**src/rtl/score_arbiter_pkg.sv**
```systemverilog
// Shared types and constants for the score arbiter: play state, score width
// and the default saturation ceiling.
package score_arbiter_pkg;

    typedef enum logic {
        PLAY = 1'b0,
        OVER = 1'b1
    } state_t;

    localparam int unsigned SCORE_W           = 20;
    localparam int unsigned DEFAULT_MAX_SCORE = 999999;

endpackage

```
**src/rtl/score_arbiter_rr.sv**
```systemverilog
// Combinational round-robin picker: first set req bit at or after ptr,
// wrapping around, returned as a one-hot grant.
module rr_arbiter #(
    parameter int unsigned N     = 4,
    parameter int unsigned PTR_W = (N > 1) ? $clog2(N) : 1
) (
    input  logic [N-1:0]     req,
    input  logic [PTR_W-1:0] ptr,
    output logic [N-1:0]     grant
);

    logic        w_found;
    int unsigned w_idx;

    always_comb begin
        grant   = '0;
        w_found = 1'b0;
        w_idx   = 0;
        for (int unsigned k = 0; k < N; k++) begin
            w_idx = (32'(ptr) + k) % N;
            if (!w_found && req[w_idx]) begin
                grant[w_idx] = 1'b1;
                w_found      = 1'b1;
            end
        end
    end

endmodule

```
**src/rtl/score_arbiter.sv**
```systemverilog
// Score keeper: round-robin point awards, saturating score, high-score latch
// at game end and periodic score/high-score alternation while OVER.
module score_arbiter
    import score_arbiter_pkg::*;
#(
    parameter int unsigned N_REQ      = 4,
    parameter int unsigned PTS_W      = 12,
    parameter int unsigned MAX_SCORE  = DEFAULT_MAX_SCORE,
    parameter int unsigned ALT_PERIOD = 50000000
) (
    input  logic                   clk,
    input  logic                   rst,
    input  logic [N_REQ-1:0]       req,
    input  logic [N_REQ*PTS_W-1:0] pts,
    output logic [N_REQ-1:0]       ack,
    input  logic                   game_over,
    input  logic                   new_game,
    output logic [SCORE_W-1:0]     score,
    output logic [SCORE_W-1:0]     hi_score,
    output logic [SCORE_W-1:0]     sauce,
    output logic                   show_hi,
    output logic                   playing
);

    localparam int unsigned PTR_W = (N_REQ > 1) ? $clog2(N_REQ) : 1;
    localparam int unsigned CNT_W = (ALT_PERIOD > 1) ? $clog2(ALT_PERIOD) : 1;
    localparam int unsigned SUM_W = SCORE_W + 1;

    state_t             r_state, w_state_n;
    logic [SCORE_W-1:0] r_score, w_score_n;
    logic [SCORE_W-1:0] r_hi, w_hi_n;
    logic [SCORE_W-1:0] r_sauce, w_sauce_n;
    logic               r_show, w_show_n;
    logic [N_REQ-1:0]   r_ack;
    logic [PTR_W-1:0]   r_ptr, w_ptr_n;
    logic [CNT_W-1:0]   r_cnt, w_cnt_n;

    logic               w_grant_en;
    logic [N_REQ-1:0]   w_req_avail;
    logic [N_REQ-1:0]   w_grant;
    logic [PTR_W-1:0]   w_sel_idx;
    logic [PTS_W-1:0]   w_pts_sel;
    logic [SUM_W-1:0]   w_sum;
    logic [SCORE_W-1:0] w_add_sat;

    // A requester whose ack is high this cycle is held off so a still-high
    // req is seen as a fresh request one cycle later.
    always_comb begin
        w_grant_en  = !new_game && ((r_state == OVER) || !game_over);
        w_req_avail = w_grant_en ? (req & ~r_ack) : '0;
    end

    rr_arbiter #(
        .N     (N_REQ),
        .PTR_W (PTR_W)
    ) u_rr (
        .req   (w_req_avail),
        .ptr   (r_ptr),
        .grant (w_grant)
    );

    always_comb begin
        w_sel_idx = '0;
        w_pts_sel = '0;
        for (int unsigned i = 0; i < N_REQ; i++) begin
            if (w_grant[i]) begin
                w_sel_idx = PTR_W'(i);
                w_pts_sel = pts[i*PTS_W +: PTS_W];
            end
        end
        w_sum     = {1'b0, r_score} + SUM_W'(w_pts_sel);
        w_add_sat = (w_sum > SUM_W'(MAX_SCORE)) ? SCORE_W'(MAX_SCORE)
                                                : w_sum[SCORE_W-1:0];
    end

    always_comb begin
        w_state_n = r_state;
        w_score_n = r_score;
        w_hi_n    = r_hi;
        w_show_n  = r_show;
        w_cnt_n   = r_cnt;
        w_ptr_n   = r_ptr;

        if (|w_grant) begin
            w_ptr_n = (w_sel_idx == PTR_W'(N_REQ - 1)) ? '0 : w_sel_idx + PTR_W'(1);
        end

        if (new_game) begin
            w_state_n = PLAY;
            w_score_n = '0;
            w_show_n  = 1'b0;
            w_cnt_n   = '0;
        end else if (r_state == PLAY) begin
            if (game_over) begin
                w_state_n = OVER;
                w_hi_n    = (r_score > r_hi) ? r_score : r_hi;
                w_show_n  = 1'b0;
                w_cnt_n   = '0;
            end else if (|w_grant) begin
                w_score_n = w_add_sat;
            end
        end else begin
            if (r_cnt == CNT_W'(ALT_PERIOD - 1)) begin
                w_cnt_n  = '0;
                w_show_n = ~r_show;
            end else begin
                w_cnt_n = r_cnt + CNT_W'(1);
            end
        end

        w_sauce_n = ((w_state_n == OVER) && w_show_n) ? w_hi_n : w_score_n;
    end

    always_ff @(posedge clk or posedge rst) begin
        if (rst) begin
            r_state <= OVER;
            r_score <= '0;
            r_hi    <= '0;
            r_sauce <= '0;
            r_show  <= 1'b0;
            r_ack   <= '0;
            r_ptr   <= '0;
            r_cnt   <= '0;
        end else begin
            r_state <= w_state_n;
            r_score <= w_score_n;
            r_hi    <= w_hi_n;
            r_sauce <= w_sauce_n;
            r_show  <= w_show_n;
            r_ack   <= w_grant;
            r_ptr   <= w_ptr_n;
            r_cnt   <= w_cnt_n;
        end
    end

    assign ack      = r_ack;
    assign score    = r_score;
    assign hi_score = r_hi;
    assign sauce    = r_sauce;
    assign show_hi  = r_show;
    assign playing  = (r_state == PLAY);

endmodule

```
**config.mk**
```make
export PLATFORM = sky130hd
export DESIGN_NAME = score_arbiter
export DESIGN_NICKNAME = d
export VERILOG_FILES = /design/src/rtl/score_arbiter_pkg.sv /design/src/rtl/score_arbiter_rr.sv /design/src/rtl/score_arbiter.sv
export SDC_FILE = /design/constraint.sdc
export NUM_CORES = 1
export LEC_CHECK = 0
export ABC_AREA = 1
export BUFFER_PORTS_ARGS = -buffer_cell sky130_fd_sc_hd__clkbuf_2
export CAP_MARGIN = 40
export CORE_ASPECT_RATIO = 0.5
export CORE_UTILIZATION = 62
export DETAILED_ROUTE_END_ITERATION = 12
export PLACE_DENSITY_LB_ADDON = 0.1
export SYNTH_ARGS = -nofsm -noshare
export SYNTH_HDL_FRONTEND = slang
export SYNTH_SLANG_ARGS = --single-unit
```
**constraint.sdc**
```tcl
create_clock -name clk -period 9.3 [get_ports clk]
set_input_delay 0.93 -clock clk [delete_from_list [all_inputs] [get_ports clk]]
set_output_delay 0.93 -clock clk [all_outputs]
set_load 0.01 [all_outputs]
```
# Word level (Yosys, flattened, before mapping)
# Index checks and enable logic that the tools add are counted.
[totals]
ff_bits = 94
input_bits = 56
out_inout_bits = 66
elab_cells = 103
[op_classes]
add_sub_neg = 6
magnitude_cmp = 10
eq_ne = 2
mux = 53
bitwise = 7
n_reduce_logical = 17
[ops]
columns = ["cell", "n"]
rows = [
  ["$mux W20", 10],
  ["$mux W26", 4],
  ["$mux W12", 4],
  ["$add A26 B1 Y26 const B", 1],
  ["$eq A26 B26 Y1 const B", 1],
  ["$add A20 B12 Y21", 1],
  ["$gt A21 B20 Y1 const B", 1],
  ["$gt A20 B20 Y1", 1],
  ["$mux W4", 5],
  ["$mux W1", 19],
  ["$lt A2 B3 Y1 const B", 4],
  ["$or A4 B4 Y4", 3],
  ["$logic_and A1 B1 Y1", 9],
  ["$bmux W1 S2", 4],
  ["$demux W1 S2", 4],
  ["$ge A2 B1 Y1 const B", 4],
  ["$mux W2", 3],
  ["$logic_not A1 Y1", 5],
  ["$add A2 B1 Y2 const B", 2],
  ["$add A2 B2 Y2 const B", 2],
  ["$and A4 B4 Y4", 1],
  ["$not A4 Y4", 1],
  ["$reduce_or A4 Y1", 1],
  ["$reduce_bool A3 Y1", 1],
  ["3 further kinds", 4],
]

# Depth between registers and ports, before layout
[logic_depth]
ltp_word = 28
ltp_mapped = 38
mapped_depth_nobuf = 36

# Cells and area by module
# A second synthesis with hierarchy kept.
[hier_totals]
hier_cells = 1020
area_unflattened_um2 = 6955.4
[by_module_without_submodules]
columns = ["module", "instances", "cells_each", "area_per_inst_um2", "seq_area_each_um2"]
rows = [
  ["score_arbiter", 1, 947, 6556.3, 2353.5],
  ["rr_arbiter", 1, 73, 399.1, 0.0],
]

# Worst setup path before layout
# Ideal clock, no wire load.
[synth_path]
path_kind = "input port to flip-flop"
startpoint = "input port game_over"
endpoint = "register r_sauce[16], in the netlist sauce[16]"
t_arrival_ps = 4386
required_time_ps = 9182
setup_slack_ps = 4796
stages = 28
n_path_buf = 2
path_cell_list = "nand2_1 nand3_1 nand2_1 nand3_1 nand2_2 nor2_1 nand3_1 nand3_2 clkbuf_1 a21oi_1 o221ai_1 nand2_1 ha_1 fa_1 nand3_1 nand3_1 nand2_1 nand2_1 a21oi_1 xor2_1 nand3_1 nand3_1 clkbuf_1 nand3_1 nand2_1 nand2_1 nand3_1 nand2_1"
[synth_via]
elab_chain_cells = 28
[synth_lines]
columns = ["item", "line", "rtl"]
rows = [
  ["start, declared", "score_arbiter.sv:16", "input logic game_over,"],
  ["$logic_not A1 Y1", "score_arbiter.sv:49", "w_grant_en = !new_game && ((r_state == OVER) || !game_over);"],
  ["$logic_or A1 B1 Y1", "score_arbiter.sv:49", ""],
  ["$logic_and A1 B1 Y1", "score_arbiter.sv:49", ""],
  ["$mux W4", "score_arbiter.sv:50", "w_req_avail = w_grant_en ? (req & ~r_ack) : '0;"],
  ["$bmux W1 S2", "score_arbiter_rr.sv:21", "if (!w_found && req[w_idx]) begin"],
  ["$mux W1 (implied by the code)", "score_arbiter_rr.sv:21", ""],
  ["$mux W1", "score_arbiter_rr.sv:21", ""],
  ["$logic_not A1 Y1", "score_arbiter_rr.sv:21", ""],
  ["[... 13 more ...]", "-", ""],
  ["$gt A21 B20 Y1", "score_arbiter.sv:72", "w_add_sat = (w_sum > SUM_W'(MAX_SCORE)) ? SCORE_W'(MAX_SCORE)"],
  ["$mux W20", "score_arbiter.sv:72", ""],
  ["$mux W20", "score_arbiter.sv:99", "end else if (|w_grant) begin"],
  ["$mux W20", "score_arbiter.sv:94", "if (game_over) begin"],
  ["$mux W20", "score_arbiter.sv:93", "end else if (r_state == PLAY) begin"],
  ["$mux W20", "score_arbiter.sv:88", "if (new_game) begin"],
  ["$mux W20 *", "score_arbiter.sv:111", "w_sauce_n = ((w_state_n == OVER) && w_show_n) ? w_hi_n : w_score_n;"],
  ["via w_sauce_n[16]", "score_arbiter.sv:32", "logic [SCORE_W-1:0] r_sauce, w_sauce_n;"],
  ["end signal, assigned", "score_arbiter.sv:128", "r_sauce <= w_sauce_n;"],
  ["end, declared", "score_arbiter.sv:32", ""],
]
# The timed path passes the listed nets; every way through them passes the cells marked *. The select of a mux whose other input is x is not followed.
# A chain may end at the register's enable or synchronous reset.

# Worst setup path after layout
[layout_path]
startpoint = "register r_state"
endpoint = "register r_sauce[8], in the netlist sauce[8]"
[layout_rtl]
columns = ["item", "line", "rtl"]
rows = [
  ["start, declared", "score_arbiter.sv:29", "state_t r_state, w_state_n;"],
  ["start signal, assigned", "score_arbiter.sv:125", "r_state <= w_state_n;"],
  ["$logic_or A1 B1 Y1 *", "score_arbiter.sv:49", ""],
  ["$logic_and A1 B1 Y1 *", "score_arbiter.sv:49", ""],
  ["$mux W4 *", "score_arbiter.sv:50", ""],
  ["$bmux W1 S2", "score_arbiter_rr.sv:21", ""],
  ["$mux W1 (implied by the code)", "score_arbiter_rr.sv:21", ""],
  ["$mux W1", "score_arbiter_rr.sv:21", ""],
  ["$logic_not A1 Y1", "score_arbiter_rr.sv:21", ""],
  ["$logic_and A1 B1 Y1", "score_arbiter_rr.sv:21", ""],
  ["[... 7 more ...]", "-", ""],
  ["via u_rr.grant[2]", "score_arbiter_rr.sv:9", "output logic [N-1:0] grant"],
  ["[... 3 more ...]", "-", ""],
  ["$gt A21 B20 Y1", "score_arbiter.sv:72", ""],
  ["$mux W20", "score_arbiter.sv:72", ""],
  ["$mux W20 *", "score_arbiter.sv:99", ""],
  ["$mux W20 *", "score_arbiter.sv:94", ""],
  ["$mux W20 *", "score_arbiter.sv:93", ""],
  ["$mux W20 *", "score_arbiter.sv:88", ""],
  ["$mux W20 *", "score_arbiter.sv:111", ""],
  ["via w_sauce_n[8]", "score_arbiter.sv:32", ""],
]
# Marks and branches as above.

==> results summary <==
In this run the worst path has a maximum fanout of 23. By count the netlist is led by sky130_fd_sc_hd__nand2_1 (294), sky130_fd_sc_hd__inv_1 (127), sky130_fd_sc_hd__nand3_1 (97). The sum of routed wire length over all layers came out at 19.5 mm. The worst pin sits at a relative slew slack of 48.4%. The setup path with the least slack is of type reg -> reg. The total number of placement rows is 26. The die is 76.7 um tall. The dominant cell by count in the synthesized netlist is sky130_fd_sc_hd__nand2_1. For this design, the slowest cell found on the critical path is sky130_fd_sc_hd__dfstp_2. The width of the chip came out at 151 um. Data arrives at the worst endpoint at 6.30 ns. The total design power came out at 3040 uW. Clock skew on the completed layout was measured at 0.00847 ns. The final count of hold timing violations came out at 0.

In the routed design, unresolved DRC markers number 0. The via total after detailed routing came out at 7144. The full die area is 11600 um2.

The post-CTS clock slew at the launch and capture registers of the worst setup and hold paths is 0.07 ns. For this design the static power due to leakage is 0.00425 uW. After technology mapping, the gate count stands at 986. The worst setup path is captured at a register. The share of cells above drive strength 1 is 15.5%.

The post-synth net total is 1086. The diode insertion count for antenna repair is 0. The clock tree from TritonCTS is built.

The number of global-route vias before repair is 6731. The total setup violations reported at the end of the flow came out at 0. During placement, the flow inserted port buffers numbering 121.

The cell chosen for the clock root is sky130_fd_sc_hd__clkbuf_16. The largest vdd supply drop came out at 0.000177 V. After synthesis, the cell types taking the most area are sky130_fd_sc_hd__dfrtp_1 (34%), sky130_fd_sc_hd__nand2_1 (16%), sky130_fd_sc_hd__ha_1 (7.8%), sky130_fd_sc_hd__nand3_1 (7.0%), sky130_fd_sc_hd__inv_1 (6.9%). The overall track demand over capacity in global routing is 35.1%. After detailed routing, the number of vias per cell comes to 5.76.

The TritonCTS sink count is 94. The violation count after the first detailed-routing iteration is 562. The detailed-placement wirelength estimate is 14.8 mm. The number of fillers in the final layout is 798.

The highest clock frequency the design can meet came out at 0.166 GHz. The largest buffer count on any clock path is 2. The max-cap check violation count is 0. The first global-routing pass estimated 31.9 mm of wire. The nature of the critical path startpoint is a register. In the final timing run, aggregate negative setup slack is 0 ns. Buffers inserted during clock tree synthesis total 9. After the last flow step, the layout net total stands at 1196.

After layout, the worst path uses 64.6% of the clock period. The clock period minus final worst setup slack is 6.01 ns. The number of distinct standard cells referenced by the synthesized netlist came out at 49.

The insertion delay of the later-clocked pin in the worst-skew pair is 0.35 ns. The flip-flop cell with the highest count after synthesis is sky130_fd_sc_hd__dfrtp_1. Data on the critical path is required at its endpoint by 9.58 ns. The final count of pins violating max slew was 0. The run finished with clean final reports. CTS built an H-tree with a depth of 3. The sequential fraction of the synthesis area is 34.0%. The number of buffers added to fix hold violations after cts came out at 0.

The actual transition at the worst max-transition pin is 0.773 ns. The area growth from synthesis to layout is 14.8%. The delay of the slowest critical-path stage came out at 0.91 ns. The average cell area after synthesis came out at 7.01 um2. The number of gates given a new drive strength after cts is 0. The number of warnings printed during yosys synthesis came out at 0.

The proportion of netlist area held by the largest area contributor is 33.7%. The number of antenna violations at the first check in global routing came out at 0. The hold slack is 0.526 ns.

Yosys mapped a number of flops with a built-in enable equal to 0. In this run the cell area of the synthesized design comes to 6910 um2. The initial standard-cell utilization of the core is 65.8%. The post-synthesis async set-or-reset flop share is 100%. The global placer's final weighted congestion came out at 1.01. The standard cell core area came out at 10500 um2. The power per unit of standard cell area came out at 383 nW/um2. Entering global routing, the biggest net connects 49 pins.

The antenna violation net count after detailed routing came out at 0. The synthesized flop and latch total came out at 94. The number of search-and-repair iterations in the first detailed-routing pass came out at 5.

After clock tree synthesis, the setup repair step added 0 buffers. The count of boundary I/O pins came out at 122. The biggest area contributor in the post-synthesis netlist is sky130_fd_sc_hd__dfrtp_1. Setup repair after global routing left no endpoint under its margin. The class of the tightest hold or removal check is reg -> reg. The mean routed wirelength per cell came out at 15.7 um. The total overflow left after global routing is 0. The cell that appears most often on the critical path is sky130_fd_sc_hd__nand2_1.
==> layer usage <==
metal,GRT usage [%],vias to the layer above,wire [um]
li1,-,3448,-
met5,0,-,0
met2,56.6,339,9030
met3,6.01,37,1610
met1,47.7,3320,8440
met4,11.6,0,402
==> sequential cells by signal, indices dropped and copies added, names as in the netlist <==
register and count:
r_ptr 2, r_state 1, r_cnt 26, ack 4, show_hi 1, sauce 20
score 20, hi_score 20
==> cell families after synthesis <==
| kind of cell | after synthesis | share of synthesized area [%] |
|---|---|---|
| AO/OA/AOI/OAI | 140 | 12.6 |
| XOR/XNOR | 22 | 2.79 |
| AND/OR/NAND/NOR | 529 | 33.5 |
| buffers and inverters | 157 | 9.01 |
| flip-flops | 94 | 34.0 |
| adder cells (fa/ha/maj) | 44 | 8.07 |
==> layout by cell type (no fill, tap or decap), types with 2 or more instances in the layout <==
cell                        Yosys  final
sky130_fd_sc_hd__nand2_4        2      2
sky130_fd_sc_hd__buf_4          0      3
sky130_fd_sc_hd__nand2_1      294    294
sky130_fd_sc_hd__nand3_2        4      4
sky130_fd_sc_hd__nor2_4         2      2
sky130_fd_sc_hd__o211ai_1       2      2
sky130_fd_sc_hd__o22ai_1        9      9
sky130_fd_sc_hd__o21bai_1       2      2
sky130_fd_sc_hd__o21ai_0       37     37
sky130_fd_sc_hd__dfrtp_1       93     93
sky130_fd_sc_hd__xnor2_1        6      6
sky130_fd_sc_hd__a22oi_1        2      2
sky130_fd_sc_hd__nand4_1       18     18
sky130_fd_sc_hd__o221ai_1      11     11
sky130_fd_sc_hd__a21oi_1       47     47
sky130_fd_sc_hd__a21oi_2        2      2
sky130_fd_sc_hd__nand2_2        3      3
sky130_fd_sc_hd__inv_1        127    126
sky130_fd_sc_hd__nor3_1        12     12
sky130_fd_sc_hd__nand3_1       97     97
sky130_fd_sc_hd__xor2_1        16     16
sky130_fd_sc_hd__inv_2          3      3
sky130_fd_sc_hd__nor2_1        68     68
sky130_fd_sc_hd__and3_1         3      3
sky130_fd_sc_hd__and2_1        13     13
sky130_fd_sc_hd__inv_6          0      2
sky130_fd_sc_hd__nor4_1         4      4
sky130_fd_sc_hd__clkbuf_16      0      9
sky130_fd_sc_hd__nand3b_1       5      5
sky130_fd_sc_hd__bufinv_16      0      2
sky130_fd_sc_hd__ha_1          43     43
sky130_fd_sc_hd__clkbuf_2       0    121
sky130_fd_sc_hd__o21ai_2       11     11
sky130_fd_sc_hd__a21boi_1       8      8
==> per-stage QoR <==
step	cells	area [um2]	utilization [%]	setup slack, ns
after floorplan	986	6910	-	4.80
after global placement	1224	7590	72.2	3.47
after detailed placement	1225	7620	72.5	3.28
after CTS	1240	7940	75.5	3.47
after global routing	1240	7940	75.5	2.76
final	1240	7940	75.5	3.29
==> area by class of cell <==
class | count | area (um2) | area share, %
multi-input combinational | 735 | 3940 | 49.6
clock inverter | 6 | 93.8 | 1.18
clock buffer | 9 | 225 | 2.84
timing repair buffer | 125 | 656 | 8.26
tap | 140 | 175 | 2.21
sequential | 94 | 2350 | 29.7
inverter | 131 | 494 | 6.23
==> critical path: cells and delay by family, from the launching register on <==
kind | cells | cell delay (ns)
and+or+nand+nor | 23 | 3.16
buffers and inverters | 4 | 0.93
DFF | 1 | 0.91
AOI/OAI and AO/OA | 2 | 0.56
adders and majority gates | 1 | 0.37
==> power by group <==
group | switching (uW) | leakage (uW) | internal, uW | total [uW]
Combinational | 1310 | 0.00283 | 711 | 2020
Clock | 162 | 0.000153 | 236 | 399
Sequential | 113 | 0.00127 | 509 | 622
==> worst paths after layout <==
path                            cells past startpoint  slack [ns]                 start                    to
worst max-delay path                               30        3.29     r_state$_DFF_PP1_    sauce[8]$_DFF_PP0_
worst min-delay path                                1        0.53  r_cnt[1]$_DFFE_PP0P_  r_cnt[1]$_DFFE_PP0P_
worst max register to register                     30        3.29     r_state$_DFF_PP1_    sauce[8]$_DFF_PP0_
worst min register to register                      1        0.53  r_cnt[1]$_DFFE_PP0P_  r_cnt[1]$_DFFE_PP0P_
max in group asynchronous                           3        7.63                   rst   score[14]$_DFF_PP0_
min in group asynchronous                           2        0.65                   rst    score[1]$_DFF_PP0_
Note: power is estimated with default switching activity, not from simulation.
